===== src/rtl/x74xx191.sv =====
// 4-bit synchronous presettable up/down binary counter (74xx191 equivalent).
// Optional ripple-clock output enabled by defining X74XX191_RC_N_EN; otherwise RC_N is tied high.
`timescale 1ns/1ps

module x74xx191 #(
   parameter logic [3:0] RESET_VALUE = 4'b0000
) (
   input  logic CP,
   input  logic MR_N,
   input  logic P0,
   input  logic P1,
   input  logic P2,
   input  logic P3,
   input  logic PL_N,
   input  logic CE_N,
   input  logic U_D,
   output logic Q0,
   output logic Q1,
   output logic Q2,
   output logic Q3,
   output logic TC,
   output logic RC_N
);

   localparam int unsigned CNT_W = 4;
   localparam logic [CNT_W-1:0] CNT_MAX = {CNT_W{1'b1}};
   localparam logic [CNT_W-1:0] CNT_MIN = '0;

   logic [CNT_W-1:0] count_q;
   logic [CNT_W-1:0] count_d;
   logic [CNT_W-1:0] load_val;
   logic             at_max;
   logic             at_min;

   assign load_val = {P3, P2, P1, P0};

   // Load beats count; count direction from U_D; otherwise hold.
   always_comb begin
      count_d = count_q;
      if (!PL_N) begin
         count_d = load_val;
      end else if (!CE_N) begin
         if (U_D) begin
            count_d = count_q - CNT_W'(1);
         end else begin
            count_d = count_q + CNT_W'(1);
         end
      end
   end

   always_ff @(posedge CP or negedge MR_N) begin
      if (!MR_N) begin
         count_q <= RESET_VALUE;
      end else begin
         count_q <= count_d;
      end
   end

   assign Q0 = count_q[0];
   assign Q1 = count_q[1];
   assign Q2 = count_q[2];
   assign Q3 = count_q[3];

   // Terminal count follows the live direction input, independent of enable.
   assign at_max = (count_q == CNT_MAX);
   assign at_min = (count_q == CNT_MIN);
   assign TC     = U_D ? at_min : at_max;

`ifdef X74XX191_RC_N_EN
   assign RC_N = ~(TC & ~CE_N & ~CP);
`else
   assign RC_N = 1'b1;
`endif

endmodule


===== config.mk =====
export PLATFORM = sky130hd
export DESIGN_NAME = x74xx191
export DESIGN_NICKNAME = d
export VERILOG_FILES = /design/src/rtl/x74xx191.sv
export SDC_FILE = /design/constraint.sdc
export NUM_CORES = 1
export LEC_CHECK = 0
export CORE_AREA = 3 3 40 42
export CTS_CLUSTER_DIAMETER = 80
export DETAILED_ROUTE_END_ITERATION = 6
export DIE_AREA = 0 0 43 45
export MAX_ROUTING_LAYER = met4
export PLACE_DENSITY = 0.66
export SYNTH_ARGS = -nofsm -noshare
export SYNTH_HDL_FRONTEND = slang
export SYNTH_SLANG_ARGS = --single-unit

===== constraint.sdc =====
create_clock -name CP -period 2.9 [get_ports CP]
set_input_delay 0.435 -clock CP [delete_from_list [all_inputs] [get_ports CP]]
set_output_delay 0.435 -clock CP [all_outputs]
set_load 0.01 [all_outputs]

# Yosys cells after proc, flatten, opt, wreduce, memory -nomap -nowiden
# Cells that the tools add are included.
[totals]
reg_bits = 4
out_inout_bits = 6
elab_cells = 10
[classes]
add_sub_neg = 2
eq_ne = 2
n_mux = 4
reduce_logical = 1
[op_table]
columns = ["operator", "n"]
rows = [
  ["$mux W4", 3],
  ["$add A4 B1 Y4 const B", 1],
  ["$eq A4 B4 Y1 const B", 1],
  ["$logic_not A4 Y1", 1],
  ["$sub A4 B1 Y4 const B", 1],
  ["$ne A2 B2 Y1 const B", 1],
  ["$mux W1", 1],
]

# Longest topological paths before layout
[logic_depth]
depth_word = 4
ltp_mapped = 5
depth_no_buf = 5

# Least setup slack after synthesis
# OpenSTA, ideal clock, no wires.
[synth_path]
path_kind = "flip-flop to output port"
from = "reg count_q[0]"
to = "out TC"
t_arrival_ns = 1.178
required_ns = 2.465
setup_slack_ns = 1.287
stages_incl_launch_ff = 4
cell_sequence = "dfrtp_1 inv_1 or4_1 o21ai_1"
[synth_via]
elab_chain_cells = 2
[synth_rtl]
columns = ["element", "line_no", "rtl"]
rows = [
  ["start: declaration", "29", "logic [CNT_W-1:0] count_q;"],
  ["start signal: assignment", "55", "count_q <= count_d;"],
  ["$eq A4 B4 Y1 or $logic_not A4 Y1 (tied branches)", "65, 66", ""],
  ["$mux W1 *", "67", "assign TC = U_D ? at_min : at_max;"],
  ["end: declaration", "21", "output logic TC,"],
]
# Mark *: on every way between the ends. The rest lies on a longest branch, timed or not.

# Final worst setup path
[layout_path]
from = "in U_D"
to = "out TC"
[layout_via]
elab_chain_cells = 1
[layout_rtl]
columns = ["element", "line_no", "rtl"]
rows = [
  ["start: declaration", "16", "input logic U_D,"],
  ["$mux W1", "67", ""],
]
# No other way between the ends.

==> summary.json <==
{
  "detail-route-antenna-nets": 0,
  "synth-seq-cells": 4,
  "regToRegSetupSlack_ps": 1370,
  "biggestRegsByFlops": "count_q (4)",
  "initial_antenna_violation_count": 0,
  "finish.cell_count_without_fillers": 70,
  "clk_path_buf_depth": 2,
  "critPathCaptureType": "output pin",
  "routed_wl_um": 674,
  "first_global_vias": 286,
  "p_leak_uw": 0.0002221,
  "clock_latency_ps": 230,
  "num_io_pins": 15,
  "r2r_end": "count_q[3]",
  "drt_iter0_markers": 5,
  "grtUsageTotal": 0.08628,
  "cell_area_after_synthesis_um2": 367.9,
  "seq_area_frac_synth": 0.2721,
  "critical-path-top-delay-family": "buffers and inverters",
  "grt_max_degree": 12,
  "crit_path_cell_trace": "clkdlybuf4s50_1 > inv_1 > or4_1 > o21ai_1 > clkdlybuf4s50_1",
  "cp_common_cell": "sky130_fd_sc_hd__clkdlybuf4s50_1",
  "synth-warning-count": 0,
  "drive_gt1_frac": 0.1273,
  "synthToLayoutAreaGrowth_pct": 42.52,
  "final_hold_viol_count": 0,
  "largest_reg_flops": 4,
  "route.detailed.vias_per_inst": 4.814,
  "final_nets": 69,
  "worst_hold_slack_after_final_layout_ps": 404.4,
  "root_buffer": "sky130_fd_sc_hd__clkbuf_4",
  "firstDrtPassIters": 3,
  "layout.filler_cells": 143,
  "area_post_placement_um2": 501.7,
  "worst_r2r_path_depth": 4,
  "final_core_utilization": 0.4080,
  "cts_num_sinks": 4,
  "post_synth.cell_area_avg_um2": 8.972,
  "worst_ir_drop_vdd_mv": 0.2255,
  "crit_buf_inv": 3,
  "internal-power_uw": 169.4,
  "vias": 337,
  "remaining_drc_errors": 0,
  "power_switching_share": 0.3084,
  "gpl_wtd_cong": 0.7030,
  "post_synthesis_net_count": 53,
  "fin_crit_sh": 0.8873,
  "setup_tns_ps": 0,
  "setup_viol": 0,
  "register_ranked_first_by_flip_flop_count": "count_q",
  "cts_inserted_buffers": 3,
  "worst_r2r_startpoint": "count_q[2]",
  "worst_ep_required_time_ps": 2470,
  "post-route-min-period_ps": 2573,
  "maxCapViolCount": 0,
  "finalClockSkew_ps": 0.3143,
  "cellPowerDensity_nw_per_um2": 467.2,
  "postCtsHoldBufs": 0,
  "io_buffers": 13,
  "cts.repair.resized": 0,
  "worstPathArrival_ps": 2140,
  "clockPowerShare": 0.272,
  "path_clk_slew_ps": 40,
  "setup.worst_path.start_class": "input pin",
  "final_max_slew_viol_count": 0,
  "n_antenna_cell": 0,
  "layout.cells.most_common_list": "sky130_fd_sc_hd__clkdlybuf4s50_1, sky130_fd_sc_hd__inv_1, sky130_fd_sc_hd__a21oi_1, sky130_fd_sc_hd__dfrtp_1",
  "worstHoldPathType": "input pin to async pin",
  "timing.setup.critical_path_class": "input pin to output pin",
  "switching_pwr_uw": 75.55,
  "fp.coreArea_um2": 1285,
  "total_setup_buffers_inserted_after_cts": 0,
  "timing.critical_path.fanout_max": 2,
  "max_clock_freq_ghz": 0.3886,
  "grt_first_pass_wirelength_um": 1207,
  "htree_num_levels": 1,
  "post_synth_inst_count": 41,
  "cts_tree": "done",
  "synth_cell_type_count": 25,
  "fin_area_um2": 524.3,
  "place.detailed.instances": 67,
  "drt-wirelength-per-cell_um": 9.629,
  "comb_power_share": 0.403,
  "layout.cells.most_common": "sky130_fd_sc_hd__clkdlybuf4s50_1",
  "power_frac_seq": 0.325,
  "die_h_um": 45,
  "grt_setup_unrepaired": "no",
  "initial_utilization": 0.2863,
  "placementRows": 13,
  "run_status": "finished clean",
  "chipWidth_um": 43,
  "detailed_place_hpwl_um": 578,
  "worst_path_max_stage_delay_ps": 540,
  "fp.dieArea_um2": 1935,
  "cp_slowest_cell": "sky130_fd_sc_hd__clkdlybuf4s50_1",
  "grt-ovfl-total": 0
}
## metal layers
metal / wire length, um / global-route usage / vias to the layer above
met4: 0 / 0.05422 / 0
met2: 313 / 0.1198 / 10
li1: - / - / 173
met5: 0 / - / -
met1: 312 / 0.1103 / 154
met3: 47 / 0.02390 / 0
## cell type report
| cell class | instances | area [um2] | share of cell area |
|---|---|---|---|
| Inverter | 4 | 15.01 | 0.02864 |
| Tap cell | 15 | 18.77 | 0.03580 |
| Clock buffer | 3 | 22.52 | 0.04296 |
| Timing Repair Buffer | 14 | 137.6 | 0.2625 |
| Multi-Input combinational cell | 30 | 230.2 | 0.4391 |
| Sequential cell | 4 | 100.1 | 0.1909 |
## per-stage QoR
stage / setup WS, ps / power [uW]
2_1_floorplan: 1287 / 137.4
3_3_place_gp: 323.6 / 180.0
3_5_place_dp: 309.1 / 179.9
4_1_cts: 305.1 / 252.0
5_1_grt: 234.4 / 267.7
6_report: 326.9 / 244.9
## cells by family after synthesis
| kind of cell | after synthesis | share of synthesized area |
|---|---|---|
| adder cells (fa/ha/maj) | 3 | 0.1224 |
| flip-flops | 4 | 0.2721 |
| buffers and inverters | 7 | 0.1020 |
| AND/OR/NAND/NOR | 13 | 0.2279 |
| AO/OA/AOI/OAI | 9 | 0.1598 |
| other | 1 | 0.01019 |
| XOR/XNOR | 2 | 0.04763 |
| multiplexers | 2 | 0.05782 |
## worst register-to-register path, stage by stage (launching register included)
cell and delay, ps:
sky130_fd_sc_hd__dfrtp_1 410, sky130_fd_sc_hd__ha_1 350, sky130_fd_sc_hd__a21oi_1 190, sky130_fd_sc_hd__a22oi_2 90, sky130_fd_sc_hd__or3_1 370
## cell usage after synthesis, drive strengths merged
library cell	n	area [um2]
mux2	1	11.26
or3	1	6.260
o21ai	2	10.00
dfrtp	4	100.1
or4b	1	13.76
conb	1	3.750
a21oi	4	20.02
a21o	1	7.510
buf	2	18.77
a22oi	1	12.51
or4	2	15.01
fa	1	20.02
nand2	1	3.750
a221oi	1	8.760
clkbuf	1	3.750
nor2	3	11.26
xnor2	2	17.52
ha	2	25.02
nand3b	1	7.510
inv	4	15.01
nand3	3	15.01
mux2i	1	10.01
nand4bb	1	11.26
## power groups by stage
stage                     clock, uW  sequential, uW  combinational (uW)
final                          66.6            79.6                98.8
after global routing           76.0            82.1                 110
after detailed placement          0            80.1                99.8
after global placement            0            80.3                99.8
after CTS                      71.6            79.4                 101
after floorplan                   0            82.0                55.4
## worst max path at each step
| stage | startpoint | end | slack, ps | cells after the start |
|---|---|---|---|---|
| final | U_D | TC | 330 | 5 |
| after global routing | U_D | TC | 230 | 5 |
| after CTS | U_D | TC | 310 | 5 |
| after detailed placement | U_D | TC | 310 | 5 |
| after global placement | U_D | TC | 320 | 5 |
| after floorplan | count_q[0] | TC | 1290 | 3 |
Note: power is estimated with default switching activity, not from simulation.
